<file path="src/rtl/pwm_pkg.sv">
// Shared definitions for the PWM lamp design: capture FSM states, counter
// width/saturation, and the nominal 1 ms period shared with the generator.
package pwm_pkg;

    localparam int              CNT_W       = 16;
    localparam logic [CNT_W-1:0] CNT_SAT     = 16'hFFFF;
    localparam logic [CNT_W-1:0] MAX_1MS_DEF = 16'd50000;

    typedef enum logic [1:0] {
        IDLE    = 2'd0,
        MEASURE = 2'd1,
        STUCK   = 2'd2
    } cap_state_t;

    // Increment that sticks at all-ones instead of wrapping.
    function automatic logic [CNT_W-1:0] sat_inc(input logic [CNT_W-1:0] v);
        return (v == CNT_SAT) ? v : v + 1'b1;
    endfunction

endpackage

</file>
<file path="src/rtl/pwm_capture_sync_edge.sv">
// Two-flop synchroniser plus a delay flop for edge detection of an
// asynchronous level input. Reusable for key inputs elsewhere.
module sync_edge (
    input  logic clk,
    input  logic rst,
    input  logic d,
    output logic level,
    output logic rise,
    output logic fall
);

    logic s1, s2, s3;

    // Metastability chain s1->s2, then s3 delays s2 by one cycle for edges.
    always_ff @(posedge clk or posedge rst) begin
        if (rst) begin
            s1 <= 1'b0;
            s2 <= 1'b0;
            s3 <= 1'b0;
        end else begin
            s1 <= d;
            s2 <= s1;
            s3 <= s2;
        end
    end

    assign level = s2;
    assign rise  = s2 & ~s3;
    assign fall  = ~s2 & s3;

endmodule

</file>
<file path="src/rtl/pwm_capture.sv">
// PWM receiver: times rising-to-rising period and high time of pwm_in in
// clk cycles, flags a static input after TIMEOUT cycles without a rise.
module pwm_capture
    import pwm_pkg::*;
#(
    parameter logic [CNT_W-1:0] MAX_1MS = MAX_1MS_DEF,
    parameter logic [CNT_W-1:0] TIMEOUT = 16'hFFFF
) (
    input  logic             clk,
    input  logic             rst,
    input  logic             pwm_in,
    output logic [CNT_W-1:0] period,
    output logic [CNT_W-1:0] duty,
    output logic             valid,
    output logic             stuck,
    output logic             in_range
);

    // Range window computed one bit wider so MAX_1MS + MAX_1MS/8 cannot wrap.
    localparam logic [CNT_W:0] LO_LIM = (CNT_W+1)'(MAX_1MS) - (CNT_W+1)'(MAX_1MS >> 3);
    localparam logic [CNT_W:0] HI_LIM = (CNT_W+1)'(MAX_1MS) + (CNT_W+1)'(MAX_1MS >> 3);

    logic             level, rise;
    logic [CNT_W-1:0] per_cnt, hi_cnt;
    cap_state_t       state_q, state_d;
    logic             meas_upd, to_stuck;

    sync_edge u_sync (
        .clk   (clk),
        .rst   (rst),
        .d     (pwm_in),
        .level (level),
        .rise  (rise),
        .fall  ()
    );

    // Period and high-time counters; both restart at 1 on a rise so the
    // value seen at the next rise equals the cycle count. Period holds in STUCK.
    always_ff @(posedge clk or posedge rst) begin
        if (rst) begin
            per_cnt <= '0;
            hi_cnt  <= '0;
        end else if (rise) begin
            per_cnt <= CNT_W'(1);
            hi_cnt  <= CNT_W'(1);
        end else begin
            if (state_q != STUCK) per_cnt <= sat_inc(per_cnt);
            if (level)            hi_cnt  <= sat_inc(hi_cnt);
        end
    end

    // FSM state register.
    always_ff @(posedge clk or posedge rst) begin
        if (rst) state_q <= IDLE;
        else     state_q <= state_d;
    end

    // Next state and update strobes; a rise always beats a coincident timeout.
    always_comb begin
        state_d  = state_q;
        meas_upd = 1'b0;
        to_stuck = 1'b0;
        case (state_q)
            IDLE: begin
                if (rise) begin
                    state_d = MEASURE;
                end else if (per_cnt == TIMEOUT) begin
                    state_d  = STUCK;
                    to_stuck = 1'b1;
                end
            end
            MEASURE: begin
                if (rise) begin
                    meas_upd = 1'b1;
                end else if (per_cnt == TIMEOUT) begin
                    state_d  = STUCK;
                    to_stuck = 1'b1;
                end
            end
            STUCK: begin
                if (rise) state_d = MEASURE;
            end
            default: state_d = IDLE;
        endcase
    end

    // Output registers: capture on a full period, or report a stuck level.
    always_ff @(posedge clk or posedge rst) begin
        if (rst) begin
            period <= '0;
            duty   <= '0;
            valid  <= 1'b0;
        end else begin
            valid <= meas_upd | to_stuck;
            if (meas_upd) begin
                period <= per_cnt;
                duty   <= hi_cnt;
            end else if (to_stuck) begin
                period <= '0;
                duty   <= level ? CNT_SAT : '0;
            end
        end
    end

    // Range flag follows period by one cycle.
    always_ff @(posedge clk or posedge rst) begin
        if (rst) in_range <= 1'b0;
        else     in_range <= ({1'b0, period} >= LO_LIM) && ({1'b0, period} <= HI_LIM);
    end

    assign stuck = (state_q == STUCK);

endmodule

</file>
<file path="config.mk">
export PLATFORM = sky130hd
export DESIGN_NAME = pwm_capture
export DESIGN_NICKNAME = d
export VERILOG_FILES = /design/src/rtl/pwm_pkg.sv /design/src/rtl/pwm_capture_sync_edge.sv /design/src/rtl/pwm_capture.sv
export SDC_FILE = /design/constraint.sdc
export NUM_CORES = 1
export LEC_CHECK = 0
export BUFFER_PORTS_ARGS = -buffer_cell sky130_fd_sc_hd__buf_2
export CAP_MARGIN = 0
export CORE_ASPECT_RATIO = 0.5
export CORE_UTILIZATION = 25
export CTS_CLUSTER_SIZE = 28
export DETAILED_ROUTE_END_ITERATION = 16
export GPL_ROUTABILITY_DRIVEN = 1
export GPL_TIMING_DRIVEN = 0
export PLACE_DENSITY_LB_ADDON = 0.1
export SYNTH_ARGS = -nofsm -noshare
export SYNTH_HDL_FRONTEND = slang
export SYNTH_SLANG_ARGS = --single-unit
</file>
<file path="constraint.sdc">
create_clock -name clk -period 4.8 [get_ports clk]
set_input_delay 0.24 -clock clk [delete_from_list [all_inputs] [get_ports clk]]
set_output_delay 0.24 -clock clk [all_outputs]
set_load 0.005 [all_outputs]
</file>
==> flow_metrics.tcl, run 1 <==
set metrics [dict create \
    status "finished with violations" \
    violations "design-rule violations" \
    grt_overflow 0 \
    cts_resized 0 \
    areaGrowthSynthToFinish_pct 22.3 \
    gp_congestion 0.711 \
    synth-async-reset-ratio_pct 100 \
    ys_types 47 \
    setup_tns_ns 0 \
    r2r_slack_ns 2.17 \
    cts.sinks 71 \
    ys.flop_type "dfrtp_1" \
    first_pass_iters 10 \
    synth-xor-area-share_pct 3.64 \
    drt_iter0_drc 150 \
    grt_max_degree 66 \
    synth_compound_gate_area_share_pct 13.6 \
    synth_nets 367 \
    reg2reg_from "u_sync.s3" \
    num_rows 29 \
    hold_path_startpoint "pwm_in" \
    hold_path.class "input port to flop" \
    crit_type "flop to flop" \
    fillerInstances 1394 \
    worstMarginPinSlew_ns 0.843 \
    fp.dieW_um 166 \
    cts_root_buffer "clkbuf_16" \
    rsz0062_at_grt "false" \
    ys_seq_area_share_pct 52.7 \
    layout_common_cells "dfrtp_1 (71), nand2_1 (65), nor2_1 (42)" \
    clockBufferDepth 2 \
    max_freq_mhz 380 \
    grt_usage_pct 14.2 \
    syn_area_mm2 0.00337 \
    clk_latency_ns 0.33 \
    syn_avg_cell_area_um2 9.31 \
    post_drt_via_cell_ratio 4.72 \
    routed_wl_um 9160 \
    timing.hold.ws_ns 0.0196 \
    synth_edf_count 0 \
    yosys.area_share.simple_pct 25.2 \
    post-route-period-util_pct 54.9 \
    period_minus_slack_ns 2.63 \
    reg2reg_to "duty[2]" \
    crit_required_ns 4.99 \
    muxShareOfSynthArea_pct 0.334 \
    layout_commonest_cell "dfrtp_1" \
    antenna_left 0 \
    crit_path_end_kind "flop" \
    synth.largest_area_cell "dfrtp_1" \
    numCtsBuffers 9 \
    r2r_cells 7 \
    place_area_mm2 0.00380 \
    synth_cells 362 \
    yosys_register_bits 71 \
    cts_tree "done" \
    min_path_cells 1 \
    synth_top_family_by_area "simple AND/OR/NAND/NOR gates" \
    finalMaxSlewViolations 0 \
    drcViolationCount 3 \
    cp-startpoint "u_sync.s3" \
    holdPathEnd "u_sync.s1" \
    start_util_pct 26.1 \
    synth_top_area_share_pct 52.7 \
    drive_gt1_share_pct 16.8 \
    die-area_mm2 0.0140 \
    antenna_cells 0 \
    htree_levels 3 \
    p_per_area_mw_per_mm2 407 \
    vias 2772 \
    grt_pass1_vias 2807 \
    wl_per_cell_um 15.6 \
    fin_skew_ns 0.00879 \
    die_height_um 84.1 \
    hold_viol 0 \
    grt_antenna_before_repair 0 \
    setup_viol 0 \
    fin_area_mm2 0.00412 \
    synthAdderAreaFrac_pct 0.742 \
    hpwl_um 6420 \
    slew_headroom_pct 43.3 \
    p_leak_nw 1.98 \
    synth.area.top_cells "dfrtp_1 (53%), nand2_1 (7.2%), nor2_1 (4.7%)" \
    grt_pass1_wl_um 15400 \
    crit_fanout 10 \
    start_kind "flop" \
    io_buffers 37 \
    ys_warn_count 0 \
    core_mm2 0.0129 \
    drv_cap 0 \
    crit_arrival_ns 2.83 \
    clk_pin_slew_ns 0.06 \
    ir_drop_v 0.000134 \
    fin_nets 417 \
    io_pins 38 \
]
-- repair_timing --
action | CTS | global route
endpoints found under the setup margin | 0 | 0
buffers inserted | 0 | 0
hold endpoints to repair | 6 | 0
hold buffers | 1 | 0
-- worst max-delay path, stage by stage, from the launching register on --
cell      delay [ns]
dfrtp_1         0.32
clkbuf_1        0.31
nand2b_1        0.25
buf_2           0.28
nor2_1          0.20
a31oi_1         0.58
clkbuf_1        0.43
a21oi_1         0.13
-- synthesized netlist by cell type, types with 2 or more instances --
cell,n
nand2b_1,3
o2111ai_1,5
and4_1,4
inv_1,4
a31oi_1,3
and3_1,8
or3_1,3
buf_2,3
nand4b_1,2
nand3_1,25
nand3_2,2
nand2_1,65
clkbuf_1,11
xnor2_1,3
nor3_1,5
nor2b_1,3
dfrtp_1,71
a41oi_1,3
a31o_2,2
nand4_1,4
o211ai_1,5
nor2_1,42
ha_1,2
buf_6,5
xor2_1,11
o21ai_0,15
a211oi_1,2
and2_1,3
a21oi_1,30
-- through the flow --
step / util, % / worst slack (ns) / instances / power (W)
floorplan: - / 2.76 / 362 / 0.000871
global placement: 29.2 / 1.58 / 569 / 0.000975
detailed placement: 29.4 / 2.13 / 570 / 0.000980
CTS: 31.9 / 2.11 / 587 / 0.00171
global route: 31.9 / 1.90 / 587 / 0.00177
finish: 31.9 / 2.17 / 587 / 0.00168
-- cell type report --
type | count | area, um^2 | share of cell area [%]
timing repair buffer | 39 | 223 | 5.40
inverter | 4 | 17.5 | 0.425
tap | 170 | 213 | 5.16
clock inverter | 6 | 85.1 | 2.06
buffer | 19 | 113 | 2.73
multi-input combinational | 268 | 1470 | 35.6
clock buffer | 10 | 229 | 5.55
sequential | 71 | 1780 | 43.1
-- power breakdown --
| group | leakage [nW] | switching [W] | internal, W | total [W] |
|---|---|---|---|---|
| Sequential | 0.929 | 0.0000790 | 0.000672 | 0.000751 |
| Combinational | 0.907 | 0.000115 | 0.0000995 | 0.000214 |
| Clock | 0.148 | 0.000260 | 0.000453 | 0.000713 |
| Total | 1.98 | 0.000454 | 0.00122 | 0.00168 |
-- registers in the layout, indices dropped and copies added, names as in the netlist --
| name | count |
|---|---|
| duty | 16 |
| hi_cnt | 16 |
| in_range | 1 |
| per_cnt | 16 |
| period | 16 |
| state_q | 2 |
| u_sync.level | 1 |
| u_sync.s1 | 1 |
| u_sync.s3 | 1 |
| valid | 1 |
-- worst max path at each step --
stage	to	slack (ns)	depth (start not counted)
final	duty[2]	2.17	7
after global routing	duty[3]	1.90	7
after CTS	duty[6]	2.11	7
after detailed placement	duty[4]	2.13	7
after global placement	u_sync.s1	1.58	2
after floorplan	duty[0]	2.76	1
-- per-layer routing --
layer	vias up	track usage, %	wire length (um)
met3	4	3.65	309
li1	1375	-	-
met1	1345	20.4	4890
met4	0	3.03	55
met5	-	0	0
met2	48	21.3	3910
-- cell families (layout without fill, tap and decap cells) --
group | count (synthesis) | in the layout
AOI/OAI and AO/OA | 74 | 74
xor gates and xnor gates | 14 | 14
adders and majority gates | 2 | 2
buffers and inverters | 23 | 78
DFF | 71 | 71
muxes | 1 | 1
and+or+nand+nor | 177 | 177
Note: power is estimated with default switching activity, not from simulation.
==> inputs of run 2 (changes only) <==
ABC_AREA = 1   (was unset)
clock period = 2.59 ns   (was 4.8 ns; I/O delays follow)
==> run 2 against run 1 <==
  * The flow now finishes without violations
  * Largest power group unchanged
  * Clock skew rose by 0.0013 ns
  * Largest cell class unchanged
  * Register-to-register slack worse by 1.4 ns
  * Clock power is 60% higher
  * Area after synthesis grew 14%
  * Highest routed layer unchanged
  * Die area is 13% higher
  * Critical endpoint is now period[15]
  * Critical path depth is 2 higher
  * Cell count is 27% higher
==> flow_metrics.tcl, run 2 <==
set metrics [dict create \
    status "completed" \
    crit_arrival_ns 2.06 \
    gp_congestion 0.798 \
    drcViolationCount 0 \
    finalMaxSlewViolations 0 \
    ys_seq_area_share_pct 46.4 \
    post-route-period-util_pct 71.2 \
    period_minus_slack_ns 1.84 \
    reg2reg_from "per_cnt[0]" \
    synth_cells 494 \
    first_pass_iters 4 \
    ys_warn_count 0 \
    ys.flop_type "dfrtp_1" \
    busiest_layer "met2" \
    wl_per_cell_um 14.5 \
    post_drt_via_cell_ratio 4.49 \
    ys_types 29 \
    grt_usage_pct 14.6 \
    grt.met2_usage_pct 24.5 \
    routed_wl_um 10800 \
    setup_viol 0 \
    setup_tns_ns 0 \
    ir_drop_v 0.000260 \
    fin_cells 748 \
    synth_commonest_cells "nand2_1 (152), dfrtp_1 (71), nand3_1 (69), nor2_1 (44), inv_1 (40)" \
    worstMarginPinSlew_ns 0.663 \
    clk_pin_slew_ns 0.06 \
    p_leak_nw 2.20 \
    htree_levels 3 \
    crit_path_end_kind "flop" \
    rsz0062_at_grt "false" \
    crit_fanout 10 \
    dp_cells 730 \
    die-area_mm2 0.0158 \
    grt_antenna_before_repair 0 \
    numCtsBuffers 9 \
    yosysMostFrequentCell "nand2_1" \
    num_rows 31 \
    hold_path.class "input port to asynchronous set/reset pin" \
    io_pins 38 \
    syn_avg_cell_area_um2 7.75 \
    drive_gt1_share_pct 15.5 \
    pre_cts_ws_ns 0.737 \
    fin_util_pct 31.1 \
    cts_setup_buffers 0 \
    io_buffers 37 \
    synth.largest_area_cell "dfrtp_1" \
    crit_type "flop to flop" \
    fin_skew_ns 0.0101 \
    grt_pass1_vias 3293 \
    start_util_pct 26.0 \
    vias 3356 \
    cts_root_buffer "clkbuf_16" \
    clk_latency_ns 0.33 \
    syn_area_mm2 0.00383 \
    hold_viol 0 \
    antenna_cells 0 \
    grt_max_degree 43 \
    timing.final.ws_setup_ns 0.745 \
    die_height_um 89.5 \
    cts_tree "done" \
    crit_required_ns 2.80 \
    synth.area.top_cells "dfrtp_1 (46%), nand2_1 (15%), nand3_1 (9.0%)" \
    grt_overflow 0 \
    max_freq_mhz 542 \
    synth_edf_count 0 \
    use_met1_pct 19.3 \
    synth_top_area_share_pct 46.4 \
    synth_nets 499 \
    hpwl_um 7810 \
    drv_cap 0 \
    fin_area_mm2 0.00458 \
    drt_iter0_drc 144 \
    fp.dieW_um 177 \
    grt_pass1_wl_um 17600 \
    synth-async-reset-ratio_pct 100 \
    place_area_mm2 0.00429 \
    areaGrowthSynthToFinish_pct 19.6 \
    yosys_register_bits 71 \
    clockBufferDepth 2 \
    start_kind "flop" \
    layout_commonest_cell "nand2_1" \
    layout_common_cells "nand2_1 (152), dfrtp_1 (71), nand3_1 (69)" \
    cp-startpoint "per_cnt[0]" \
    fin_nets 550 \
    core_mm2 0.0147 \
    grt.met3_usage_pct 3.32 \
    antenna_left 0 \
    slew_headroom_pct 55.8 \
    p_per_area_mw_per_mm2 607 \
    cts.sinks 71 \
]
==> run 2: cell types whose count changed after synthesis, moves of 12 or more <==
cell / change
o21ai_0: +12
nand3_1: +44
o21ai_1: +15
inv_1: +36
nand2_1: +87
a21oi_1: -28
==> run 2: worst paths after layout <==
kind / slack [ns] / depth (start not counted) / endpoint
setup / recovery: 0.75 / 9 / period[15]
hold / removal: 0.35 / 3 / period[15]
setup reg to reg: 0.75 / 9 / period[15]
hold reg to reg: 0.35 / 0 / u_sync.level
max in group asynchronous: 1.68 / 4 / hi_cnt[15]
min in group clk: 0.35 / 0 / u_sync.level
==> run 2: routing by layer <==
metal,up-vias,wire (um)
li1,1706,-
met1,1600,5510
met2,45,4940
met3,5,309
met4,0,68
met5,-,0
==> run 2: what timing repair did <==
item	4_1_cts	5_1_grt
resized for setup	0	0
endpoints found under the setup margin	0	0
hold buffers	2	0
endpoints found under the hold margin	30	0
==> run 2: metrics by stage <==
stage,hold slack [ns],total power (W)
final,0.348,0.00278
after global routing,0.353,0.00293
after CTS,0.349,0.00282
after detailed placement,0.171,0.00167
after global placement,0.241,0.00166
after floorplan,0.161,0.00152
==> run 2: area by class of cell <==
class | count | area [um^2]
plain buffers | 17 | 126
fillers | 1637 | 10100
multi-input cells | 365 | 1770
repair buffers | 40 | 233
clock inverters | 6 | 37.5
well taps | 198 | 248
clock buffers | 10 | 229
inverters | 41 | 156
flip-flops and latches | 71 | 1780
==> run 2: report_power, final <==
group / switching, W / internal, W / leakage (nW) / total [W]
Sequential: 0.000118 / 0.00120 / 0.961 / 0.00132
Clock: 0.000494 / 0.000645 / 0.136 / 0.00114
Combinational: 0.000189 / 0.000131 / 1.10 / 0.000320
==> run 2: kinds of logic (layout without fill, tap and decap cells) <==
logic type	count (synthesis)	count (layout)	synth area share, %
XOR/XNOR	13	13	2.97
flip-flops	71	71	46.4
AND/OR/NAND/NOR	299	299	35.4
buffers and inverters	58	114	7.32
adder cells (fa/ha/maj)	2	2	0.654
AO/OA/AOI/OAI	51	51	7.26
==> run 2: critical path, stage by stage, from the launching register on <==
cell	delay [ns]
dfrtp_1	0.45
ha_1	0.24
nand3_2	0.13
inv_1	0.16
nand2_4	0.12
nor2_8	0.17
nand2_2	0.12
nand2_2	0.12
buf_6	0.15
o21ai_1	0.07
==> inputs of run 3 (changes only) <==
clock period = 1.49 ns   (was 2.59 ns; I/O delays follow)
==> run 3 against run 2 <==
  * The flow now finishes with violations (negative setup slack)
  * Worst hold slack lost 0.068 ns
  * Non-clock buffer count grew 55
  * Clock skew is essentially flat
  * Cell area grew 26%
  * Sequential power grew 76%
  * Utilization grew 8.0 points
  * Maximum frequency grew 19%
  * Critical endpoint is now duty[4]
==> flow_metrics.tcl, run 3 (synthesis results as in run 2) <==
set metrics [dict create \
    violations "negative setup slack" \
    start_util_pct 26.0 \
    fin_nets 605 \
    num_rows 31 \
    start_kind "flop" \
    fin_skew_ns 0.00990 \
    fin_area_mm2 0.00575 \
    layout_commonest_cell "nand2_1" \
    hold_viol 0 \
    io_pins 38 \
    clk_latency_ns 0.34 \
    cts_root_buffer "clkbuf_16" \
    timing.final.ws_setup_ns -0.0597 \
    clk_pin_slew_ns 0.06 \
    status "finished with violations" \
    areaGrowthSynthToFinish_pct 50.3 \
    cp-startpoint "per_cnt[8]" \
    grt_pass1_wl_um 18500 \
    post-route-period-util_pct 104 \
    crit_fanout 10 \
    post_drt_via_cell_ratio 4.50 \
    power_frac_clock_pct 43.0 \
    place_area_mm2 0.00432 \
    grt_pass1_vias 3486 \
    grt_max_degree 33 \
    core_mm2 0.0147 \
    antenna_cells 0 \
    crit_type "flop to flop" \
    hpwl_um 7810 \
    drive_gt1_share_pct 41.8 \
    crit_path_end_kind "flop" \
    p_per_area_mw_per_mm2 976 \
    p_seq_share_pct 41.3 \
    rsz0062_at_grt "true" \
    reg2reg_from "per_cnt[8]" \
    die_height_um 89.5 \
    hold_path.class "input port to asynchronous set/reset pin" \
    crit_required_ns 1.71 \
    routed_wl_um 11700 \
    cts_tree "done" \
    numCtsBuffers 9 \
    p_sw_w 0.00156 \
    period_minus_slack_ns 1.55 \
    drv_cap 0 \
    die-area_mm2 0.0158 \
    swShare_pct 27.9 \
    fin_util_pct 39.1 \
    grt_usage_pct 15.5 \
    cts.sinks 71 \
    wl_per_cell_um 14.6 \
    dp_cells 731 \
    pre_cts_ws_ns -0.353 \
    p_total_w 0.00562 \
    finalMaxSlewViolations 0 \
    drt_iter0_drc 161 \
    ir_drop_v 0.000495 \
    max_freq_mhz 645 \
    vias 3615 \
    grt_antenna_before_repair 0 \
    layout_common_cells "nand2_1 (127), dfrtp_1 (51), nor2_1 (39)" \
    drcViolationCount 0 \
    worstMarginPinSlew_ns 0.389 \
    first_pass_iters 4 \
    p_comb_share_pct 15.7 \
    crit_arrival_ns 1.77 \
    gp_congestion 0.818 \
    antenna_left 0 \
    htree_levels 3 \
    fp.dieW_um 177 \
    fin_cells 803 \
    setup_viol 45 \
    internal_power_w 0.00405 \
    grt_overflow 0 \
    clockBufferDepth 2 \
    io_buffers 37 \
    p_leak_nw 2.76 \
    slew_headroom_pct 74.0 \
]
## run 3: final timing paths
kind	slack, ns	end	cells after the start
min in group clk	0.35	u_sync.level	0
min	0.28	hi_cnt[11]	3
max reg2reg	-0.06	duty[4]	8
max in group asynchronous	0.50	per_cnt[9]	5
max	-0.06	duty[4]	8
min reg2reg	0.35	u_sync.level	0
## run 3: repair_timing
item                                    4_1_cts  5_1_grt
hold buffers                                  2        0
endpoints found under the setup margin       67       66
cloned                                        3        5
buffers inserted                             24       23
pin swaps                                    25       27
endpoints found under the hold margin        15        0
gates resized for setup                      76      112
## run 3: per-layer routing
metal	GRT usage [%]	up-vias	share of wire [%]
met2	25.5	37	46
li1	-	1829	-
met3	3.83	7	2.9
met5	0	-	0
met1	20.7	1742	50
met4	3.76	0	0.76
## run 3: metrics by stage
step                      setup TNS (ns)  hold slack, ns
final                              -1.65           0.280
after CTS                          -1.38           0.288
after floorplan                  -0.0953           0.106
after global placement            -22.98           0.186
after detailed placement          -18.84          0.0952
after global routing               -7.15           0.320
## run 3: critical path, cell delays in order (launching register included)
cell and delay, ns:
dfrtp_2 0.44, nand2_4 0.08, nor2_4 0.16, nand3_4 0.13
nor2_8 0.22, nand2_8 0.10, buf_8 0.16, nand3_2 0.07
nand3_2 0.06
## run 3: area by class of cell
| cell class | count | area, um^2 |
|---|---|---|
| Buffer | 16 | 194 |
| Clock buffer | 10 | 239 |
| Clock inverter | 6 | 92.6 |
| Fill cell | 1510 | 8950 |
| Inverter | 41 | 169 |
| Multi-Input combinational cell | 365 | 2200 |
| Sequential cell | 71 | 1800 |
| Tap cell | 198 | 248 |
| Timing Repair Buffer | 96 | 815 |
## run 3: power by group through the flow
stage | Combinational, W | Sequential [W] | Clock [W]
2_1_floorplan | 0.000374 | 0.00229 | 0
3_3_place_gp | 0.000558 | 0.00234 | 0
3_5_place_dp | 0.000575 | 0.00234 | 0
4_1_cts | 0.000770 | 0.00230 | 0.00247
5_1_grt | 0.00100 | 0.00234 | 0.00256
6_report | 0.000884 | 0.00232 | 0.00241
